## src/rtl/posit_add_scheduler.sv

```systemverilog
// Schedules one posit addition at a time through an external fault checker:
// truncated result when the checker reports no fault, full-width retry otherwise.
module posit_add_scheduler #(
    parameter int FULL_NBITS  = 32,
    parameter int TRUNC_NBITS = 16,
    parameter int CNT_W       = 16
) (
    input  logic                  clk,
    input  logic                  rst,
    input  logic                  in_valid,
    output logic                  in_ready,
    input  logic [FULL_NBITS-1:0] in_a,
    input  logic [FULL_NBITS-1:0] in_b,
    input  logic                  force_full,
    output logic [FULL_NBITS-1:0] chk_a,
    output logic [FULL_NBITS-1:0] chk_b,
    input  logic                  chk_mode,
    input  logic                  chk_fault,
    input  logic [FULL_NBITS-1:0] chk_used_sum,
    input  logic [FULL_NBITS-1:0] chk_true_sum,
    output logic                  out_valid,
    input  logic                  out_ready,
    output logic [FULL_NBITS-1:0] out_sum,
    output logic                  out_trunc,
    output logic                  out_retried,
    output logic [CNT_W-1:0]      fault_cnt,
    output logic [CNT_W-1:0]      trunc_cnt
);
    localparam int PAD_W = FULL_NBITS - TRUNC_NBITS;

    typedef enum logic [1:0] {IDLE, EVAL, RETRY, HOLD} state_e;

    state_e                state_q, state_d;
    logic [FULL_NBITS-1:0] op_a_q, op_a_d, op_b_q, op_b_d;
    logic                  ff_q, ff_d;
    logic [FULL_NBITS-1:0] sum_q, sum_d;
    logic                  trunc_q, trunc_d, retried_q, retried_d;
    logic [CNT_W-1:0]      fault_cnt_q, fault_cnt_d, trunc_cnt_q, trunc_cnt_d;

    // The truncated adder only produces the low TRUNC_NBITS bits.
    logic unused_used_hi;
    assign unused_used_hi = ^chk_used_sum[FULL_NBITS-1:TRUNC_NBITS];

    always_comb begin
        state_d     = state_q;
        op_a_d      = op_a_q;
        op_b_d      = op_b_q;
        ff_d        = ff_q;
        sum_d       = sum_q;
        trunc_d     = trunc_q;
        retried_d   = retried_q;
        fault_cnt_d = fault_cnt_q;
        trunc_cnt_d = trunc_cnt_q;
        case (state_q)
            IDLE: begin
                if (in_valid) begin
                    op_a_d  = in_a;
                    op_b_d  = in_b;
                    ff_d    = force_full;
                    state_d = EVAL;
                end
            end
            EVAL: begin
                if (ff_q || !chk_mode) begin
                    sum_d     = chk_true_sum;
                    trunc_d   = 1'b0;
                    retried_d = 1'b0;
                    state_d   = HOLD;
                end else if (!chk_fault) begin
                    sum_d     = {chk_used_sum[TRUNC_NBITS-1:0], {PAD_W{1'b0}}};
                    trunc_d   = 1'b1;
                    retried_d = 1'b0;
                    if (!(&trunc_cnt_q)) trunc_cnt_d = trunc_cnt_q + 1'b1;
                    state_d   = HOLD;
                end else begin
                    if (!(&fault_cnt_q)) fault_cnt_d = fault_cnt_q + 1'b1;
                    state_d = RETRY;
                end
            end
            RETRY: begin
                sum_d     = chk_true_sum;
                trunc_d   = 1'b0;
                retried_d = 1'b1;
                state_d   = HOLD;
            end
            HOLD: begin
                if (out_ready) state_d = IDLE;
            end
            default: state_d = IDLE;
        endcase
    end

    always_ff @(posedge clk or posedge rst) begin
        if (rst) begin
            state_q     <= IDLE;
            op_a_q      <= '0;
            op_b_q      <= '0;
            ff_q        <= 1'b0;
            sum_q       <= '0;
            trunc_q     <= 1'b0;
            retried_q   <= 1'b0;
            fault_cnt_q <= '0;
            trunc_cnt_q <= '0;
        end else begin
            state_q     <= state_d;
            op_a_q      <= op_a_d;
            op_b_q      <= op_b_d;
            ff_q        <= ff_d;
            sum_q       <= sum_d;
            trunc_q     <= trunc_d;
            retried_q   <= retried_d;
            fault_cnt_q <= fault_cnt_d;
            trunc_cnt_q <= trunc_cnt_d;
        end
    end

    assign in_ready    = (state_q == IDLE);
    assign out_valid   = (state_q == HOLD);
    assign chk_a       = op_a_q;
    assign chk_b       = op_b_q;
    assign out_sum     = sum_q;
    assign out_trunc   = trunc_q;
    assign out_retried = retried_q;
    assign fault_cnt   = fault_cnt_q;
    assign trunc_cnt   = trunc_cnt_q;
endmodule
```

## config.mk

```make
export PLATFORM = sky130hd
export DESIGN_NAME = posit_add_scheduler
export DESIGN_NICKNAME = d
export VERILOG_FILES = /design/src/rtl/posit_add_scheduler.sv
export SDC_FILE = /design/constraint.sdc
export NUM_CORES = 1
export LEC_CHECK = 0
export BUFFER_PORTS_ARGS = -buffer_cell sky130_fd_sc_hd__clkbuf_2
export CAP_MARGIN = 30
export CORE_MARGIN = 2
export CORE_UTILIZATION = 29
export CTS_BUF_LIST = sky130_fd_sc_hd__clkbuf_4 sky130_fd_sc_hd__clkbuf_8 sky130_fd_sc_hd__clkbuf_16
export CTS_CLUSTER_DIAMETER = 50
export DETAILED_ROUTE_END_ITERATION = 10
export GPL_TIMING_DRIVEN = 0
export MAX_ROUTING_LAYER = met4
export PLACE_DENSITY = 0.51
export RECOVER_POWER = 100
export SYNTH_ARGS = -nofsm -noshare
export SYNTH_HDL_FRONTEND = slang
export SYNTH_SLANG_ARGS = --single-unit
```

## constraint.sdc

```tcl
create_clock -name clk -period 10 [get_ports clk]
set_input_delay 2 -clock clk [delete_from_list [all_inputs] [get_ports clk]]
set_output_delay 2 -clock clk [all_outputs]
set_load 0.005 [all_outputs]
```

# Yosys cells after proc, flatten, opt, wreduce, memory -nomap -nowiden
# Cells that the tools add are included.
# word_totals
reg_bits,133
inputBits,135
out_inout_bits,132
# op_classes
n_eq_ne,6
reduce_logical,11
muxes,14
addsub,2
n_bitwise,4
# ops
cell,n
32-bit two-way mux,2
32-bit case mux with 2 select lines,1
16-bit by 1-bit adder with 16-bit output (second input constant),2
16-bit AND reduction,2
2-bit case mux with 4 select lines,1
4-bit AND reduction,2
1-bit two-way mux,6
2-bit AND reduction,3
2-bit equality test (second input constant),2
2-bit two-way mux,2
1-bit NOT,4
1-bit case mux with 2 select lines,2
3-bit != test (second input constant),1
2-bit by 1-bit equality test with 1-bit output (second input constant),1
2-bit logical NOT,1
2-bit by 1-bit != test with 1-bit output (second input constant),1
2-bit != test (second input constant),1
2-bit nonzero test,1
1-bit logical NOT,1
1-bit logical OR,1

# Depth between registers and ports, before layout
# Gate-level depths: netlist of run 1.
# depth
ltp_word,4
mapped_depth,8
ltp_nobuf,6

# Least setup slack after synthesis of run 1
# Ideal clock, no wire load.
# synth_path
path_type,input -> register
start,in chk_fault
end,"reg fault_cnt_q[14], in the netlist fault_cnt[14]"
setup_time_ns,0.079
t_required_ns,9.921
slack_ns,6.808
path_stages,5
path_buffers,1
t_arrival_ns,3.112
path_cell_list,buf_4 -> nand4b_1 -> or3_4 -> nor4b_1 -> xor2_1
# synth_between
elab_chain_cells,1
# synth_rtl
element,line,source
"start, declared",18,"input logic chk_fault,"
4-bit AND reduction (no line),n/a,
"end signal, assigned",112,fault_cnt_q <= fault_cnt_d;
"end, declared",38,"logic [CNT_W-1:0] fault_cnt_q, fault_cnt_d, trunc_cnt_q, trunc_cnt_d;"
# No other way between the ends.
# A chain may end at the register's enable or synchronous reset.

==> flow_summary.toml, run 1 <==
[run_status]
status = "finished, violations left"
violations = "max-capacitance violations, max-slew violations"

[placement]
dp_hpwl_um = 11500
dp.cells = 955
io_buffers = 249
finalWeightedCongestion = 0.775

[clocking]
clk_path_buf_depth = 2
cts-resized-gates = 0
htreeDepth = 4
ctsHoldBuffers = 0
cts_sinks = 133
path_clk_slew_ns = 0.06
clk_latency_ns = 0.41
cts_buffers = 17
root_buffer = "clkbuf_16"
cts_tree = "built"
post_cts_buffers = 0

[flow_run]
drv_cap = 1

[grt]
grtUsageTotal = 0.152
grt_pass1_vias = 4436
grt_max_degree = 74
antenna_found_initial = 0
grt_pass1_wl_um = 23200
grt_overflow_total = 0

[finish]
final_cells = 986
layout-drive-gt1-share = 0.372
syn2layout_area_growth_pct = 36.8
antennaDiodeCount = 0
layout.nets = 856

[setup_path]
critPathLaunchType = "primary input"
path_cells = "clkbuf_2 > clkinvlp_2"
path_buf_inv = 2
critPathCaptureType = "asynchronous set/reset pin"
crit_type = "in2async"
r2r_start = "fault_cnt[0]$_DFFE_PP0P_"
cp_max_fo = 61
arrival_ns = 3.70
cpMaxStageDelayCell = "clkinvlp_2"
cp_top_family = "buffers and inverters"
slowest_delay_ns = 1.56
startpoint = "rst"
worstPathRequired_ns = 10.08

[floorplanning]
rows = 50
die_x_um = 143
io_pins = 267
initial_utilization = 0.297
die_y_um = 143
core_um2 = 18800
dieArea_um2 = 20400

[timing]
setup_tns_ns = 0
rsz0062_at_grt = "no"
relSlewSlack = -0.872
hold_ws_ns = 0.480
tightest_slew_ns = 2.79
clock_skew_ns = 0.00947
fin_crit_ns = 3.63
drv_slew = 61
final-setup-viol-count = 0
hold_violations = 0
max_freq_mhz = 276
fin_crit_sh = 0.363

[yosys]
synth_ff_type = "dfrtp_1"
synth_common_cells = "133 x dfrtp_1, 70 x mux2_2, 61 x nand2_1"
syn-instance-count = 445
yosys.area.top_type_share = 0.594
synthesis.area_um2 = 5600
ys_warn_count = 0
synth.distinct_cells = 40
syn-num-nets = 587
avgSynthCellArea_um2 = 12.6
synthTopCellsByArea = "dfrtp_1 59%, mux2_2 14%, nand2_1 4.1%, o21ai_0 3.0%, xor2_1 3.0%"
postSynth.asyncResetShare = 1.00
ys_seq_area_frac = 0.594
ys_ff_latch = 133
yosysMostFrequentCell = "dfrtp_1"
synth_top_cell_by_area = "dfrtp_1"
synth_edf_count = 0

[pwr]
ir_drop_mv = 0.112
finalPower_mw = 2.24
power.density_nw_per_um2 = 293
p_leak_nw = 3.74

[min_path]
min_from = "out_sum[18]$_DFFE_PP0P_"
hold_class = "reg2reg"

[drt]
routed_wl_um = 15200
wl_per_cell_um = 15.4
drc = 0
vias = 4373
drt_iter0_drc = 149
avgViaCountPerCell = 4.44
drt-pass1-iter-count = 4
antenna_left = 0
==> cells in the final DEF (no fill, tap or decap), types with 2 or more instances in the layout <==
cell type     n
nor3_1        7
nand2_1      61
mux2i_1      15
o31ai_1       2
mux2_2       70
o21ai_0      34
clkbuf_2    159
bufinv_16     3
nand4_1       7
clkbuf_16    17
inv_6         3
clkinv_2      2
inv_1        10
clkinvlp_4    2
nand3b_1      2
clkinv_4      4
nor4_1        4
clkbuf_1    107
and4_1        3
or3_1         2
buf_2         2
xor2_1       19
nor4b_1       2
nand3_1       9
dfrtp_1     133
ha_1          7
xnor2_1      11
nand4_2       2
nor2_1        9
==> final cells by class <==
class / instances / area, um^2
Buffer: 20 / 77.6
Clock buffer: 17 / 425
Clock inverter: 14 / 176
Fill cell: 1898 / 11200
Inverter: 11 / 42.5
Multi-Input combinational cell: 281 / 2130
Sequential cell: 133 / 3330
Tap cell: 260 / 325
Timing Repair Buffer: 250 / 1160
==> cell families after synthesis <==
family                   count (synthesis)  synth area share
multiplexers                            85             0.168
buffers and inverters                   31            0.0237
flip-flops                             133             0.594
adder cells (fa/ha/maj)                  7            0.0156
XOR/XNOR                                30            0.0469
AO/OA/AOI/OAI                           40            0.0404
AND/OR/NAND/NOR                        119             0.111
==> worst paths after layout <==
kind                                       endpoint  slack [ns]  cells past startpoint
min                         out_sum[18]$_DFFE_PP0P_        0.48                      2
max in group clk            out_sum[29]$_DFFE_PP0P_        6.47                      7
min reg2reg                 out_sum[18]$_DFFE_PP0P_        0.48                      2
max                          state_q[0]$_DFFE_PP0P_        6.37                      2
max reg2reg                fault_cnt[1]$_DFFE_PP0P_        7.49                      5
min in group asynchronous      chk_a[7]$_DFFE_PP0P_        2.35                      2
==> registers in the layout, indices dropped and copies added, names as in the netlist <==
name	flops
chk_a	32
chk_b	32
fault_cnt	16
ff_q	1
out_retried	1
out_sum	32
out_trunc	1
state_q	2
trunc_cnt	16
==> metal layers <==
layer / GRT usage / part of all wire / vias to the layer above / wire [um]
li1: - / - / 2080 / -
met1: 0.185 / 0.43 / 2114 / 6580
met2: 0.245 / 0.50 / 173 / 7540
met3: 0.0449 / 0.066 / 6 / 1010
met4: 0.0459 / 0.0055 / 0 / 83
met5: - / 0 / - / 0
==> per-stage QoR <==
step	utilization	setup slack [ns]	area (um^2)
2_1_floorplan	-	4.45	5600
3_5_place_dp	0.383	6.18	7200
5_1_grt	0.407	5.86	7660
6_report	0.407	6.37	7660
3_3_place_gp	0.381	2.91	7170
4_1_cts	0.415	6.61	7810
==> where the power goes <==
part / internal, mW / switching, mW
logic: 0.344 / 0.377
registers: 0.760 / 0.125
clock network: 0.393 / 0.245
total: 1.50 / 0.747
Power figures use the tool's default switching activity.
==> run 2: changes to the inputs <==
--- a/config.mk
+++ b/config.mk
@@ -5,6 +5,7 @@
 export SDC_FILE = /design/constraint.sdc
 export NUM_CORES = 1
 export LEC_CHECK = 0
+export ABC_AREA = 1
 export BUFFER_PORTS_ARGS = -buffer_cell sky130_fd_sc_hd__clkbuf_2
 export CAP_MARGIN = 30
 export CORE_MARGIN = 2
@@ -14,7 +15,7 @@
 export DETAILED_ROUTE_END_ITERATION = 10
 export GPL_TIMING_DRIVEN = 0
 export MAX_ROUTING_LAYER = met4
-export PLACE_DENSITY = 0.51
+export PLACE_DENSITY = 0.52
 export RECOVER_POWER = 100
 export SYNTH_ARGS = -nofsm -noshare
 export SYNTH_HDL_FRONTEND = slang
==> constraint.sdc (replaced) <==
create_clock -name clk -period 3.29 [get_ports clk]
set_input_delay 0.658 -clock clk [delete_from_list [all_inputs] [get_ports clk]]
set_output_delay 0.658 -clock clk [all_outputs]
set_load 0.005 [all_outputs]
==> run 2 against run 1 <==
Effect of this change: the run now ends clean; clock skew rose by 0.0069 ns; register-to-register slack got worse by 6.7 ns; non-clock buffer count rose by 10; setup slack got worse by 5.5 ns; critical path type is now reg2reg; critical endpoint is now fault_cnt[13]$_DFFE_PP0P_.
==> flow_summary.toml, run 2 <==
[timing]
relSlewSlack = 0.369
drv_slew = 0
clock_skew_ns = 0.0164
fin_ws_ns = 0.825
hold_violations = 0
setup_tns_ns = 0
tightest_slew_ns = 0.946
final-setup-viol-count = 0
fin_crit_ns = 2.47
fin_crit_sh = 0.749
hold_ws_ns = 0.269
rsz0062_at_grt = "no"
max_freq_mhz = 406

[drt]
routed_wl_um = 17400
wl_per_cell_um = 14.4
vias = 5249
drt-pass1-iter-count = 4
drc = 0
antenna_left = 0
avgViaCountPerCell = 4.36
drt_iter0_drc = 155

[setup_path]
critPathCaptureType = "flip-flop"
path_buf_inv = 3
slowest_delay_ns = 0.48
cp_max_fo = 10
cp_top_family = "buffers and inverters"
worstPathRequired_ns = 3.58
arrival_ns = 2.76
path_cells = "inv_1 > ha_1 > nand3_1 > nor2_1 > clkbuf_1 > nand2_4 > clkbuf_1 > nand2_1 > nand2_1"
critPathLaunchType = "flip-flop"
cpMaxStageDelayCell = "clkbuf_1"
crit_type = "reg2reg"

[clocking]
post_cts_buffers = 0
root_buffer = "clkbuf_16"
cts_sinks = 133
htreeDepth = 4
clk_path_buf_depth = 2
clk_latency_ns = 0.42
cts_buffers = 17
ctsHoldBuffers = 0
cts-resized-gates = 0
cts_tree = "built"
path_clk_slew_ns = 0.06

[placement]
dp_slack_ns = 1.21
finalWeightedCongestion = 0.791
dp_hpwl_um = 13300
io_buffers = 250
postPlaceCellArea_um2 = 7820
dp.cells = 1175

[yosys]
ys_warn_count = 0
synthesis.area_um2 = 6140
yosysMostFrequentCell = "nand2_1"
postSynth.asyncResetShare = 1.00
avgSynthCellArea_um2 = 9.51
synth_ff_type = "dfrtp_1"
synth_edf_count = 0
synth_top_cell_by_area = "dfrtp_1"
synthTopCellsByArea = "dfrtp_1 54%, mux2_2 12%, nand2_1 10%, nand3_1 3.7%, nor2_1 3.2%"
synth_common_cells = "169 x nand2_1, 133 x dfrtp_1, 64 x mux2_2"
ys_ff_latch = 133
syn-instance-count = 646
synth.distinct_cells = 28
ys_seq_area_frac = 0.542
syn-num-nets = 788
yosys.area.top_type_share = 0.542

[pwr]
finalPower_mw = 6.80
ir_drop_mv = 0.386
power.density_nw_per_um2 = 825
p_leak_nw = 4.02

[flow_run]
drv_cap = 0

[finish]
final_cell_mix = "170 x nand2_1, 169 x clkbuf_2, 133 x dfrtp_1, 101 x clkbuf_1, 64 x mux2_2"
fill_cells = 2162
layout_commonest_cell = "nand2_1"
layout.nets = 1061
finalInstanceArea_um2 = 8240
final_cells = 1205
antennaDiodeCount = 0
fin_util = 0.394
syn2layout_area_growth_pct = 34.2
layout-drive-gt1-share = 0.306

[min_path]
hold_class = "in2async"

[floorplanning]
dieArea_um2 = 22400
core_um2 = 20900
initial_utilization = 0.294
rows = 53
die_x_um = 150
die_y_um = 150
io_pins = 267

[grt]
grtUsageTotal = 0.160
grt_max_degree = 39
grt_overflow_total = 0
grt_pass1_vias = 5170
grt_pass1_wl_um = 27000
antenna_found_initial = 0

[run_status]
status = "finished, final reports clean"
-- run 2: worst paths after layout --
path	from	end	slack (ns)	cells past startpoint
setup / recovery	state_q[1]$_DFFE_PP0P_	fault_cnt[13]$_DFFE_PP0P_	0.82	9
hold reg to reg	out_retried$_DFFE_PP0P_	out_retried$_DFFE_PP0P_	0.50	2
hold / removal	rst	chk_b[23]$_DFFE_PP0P_	0.27	2
min in group clk	in_a[30]	chk_a[30]$_DFFE_PP0P_	0.46	2
setup reg to reg	state_q[1]$_DFFE_PP0P_	fault_cnt[13]$_DFFE_PP0P_	0.82	9
max in group asynchronous	rst	ff_q$_DFFE_PP0P_	1.26	5
-- run 2: metal layers --
metal  wire (um)  vias to the layer above  track usage
met5           0                        -            -
met4         205                        0       0.0500
met3        1030                       12       0.0357
met2        8390                      162        0.260
met1        7740                     2440        0.201
li1            -                     2635            -
-- run 2: power breakdown --
group          switching [mW]  leakage [nW]  internal [mW]
Combinational            1.20          2.10           1.02
Sequential              0.349          1.63           2.30
Clock                   0.719         0.288           1.21
Total                    2.27          4.02           4.53
-- run 2: cells by family (layout without fill, tap and decap cells) --
kind of cell               count (synthesis)  after routing  synth area share
AOI/OAI and AO/OA                         59             59            0.0483
adders and majority gates                  7              7            0.0143
xor gates and xnor gates                  11             11            0.0157
DFF                                      133            133             0.542
buffers and inverters                     76            360            0.0554
muxes                                     64             64             0.117
and+or+nand+nor                          296            296             0.207
-- run 2: final cells by class --
type / count / area, um^2 / area share
Tap cell: 275 / 344 / 0.0418
Clock buffer: 23 / 495 / 0.0601
Multi-Input combinational cell: 437 / 2450 / 0.298
Sequential cell: 133 / 3330 / 0.404
Timing Repair Buffer: 254 / 1210 / 0.147
Clock inverter: 7 / 97.6 / 0.0118
Buffer: 26 / 118 / 0.0143
Inverter: 50 / 191 / 0.0232
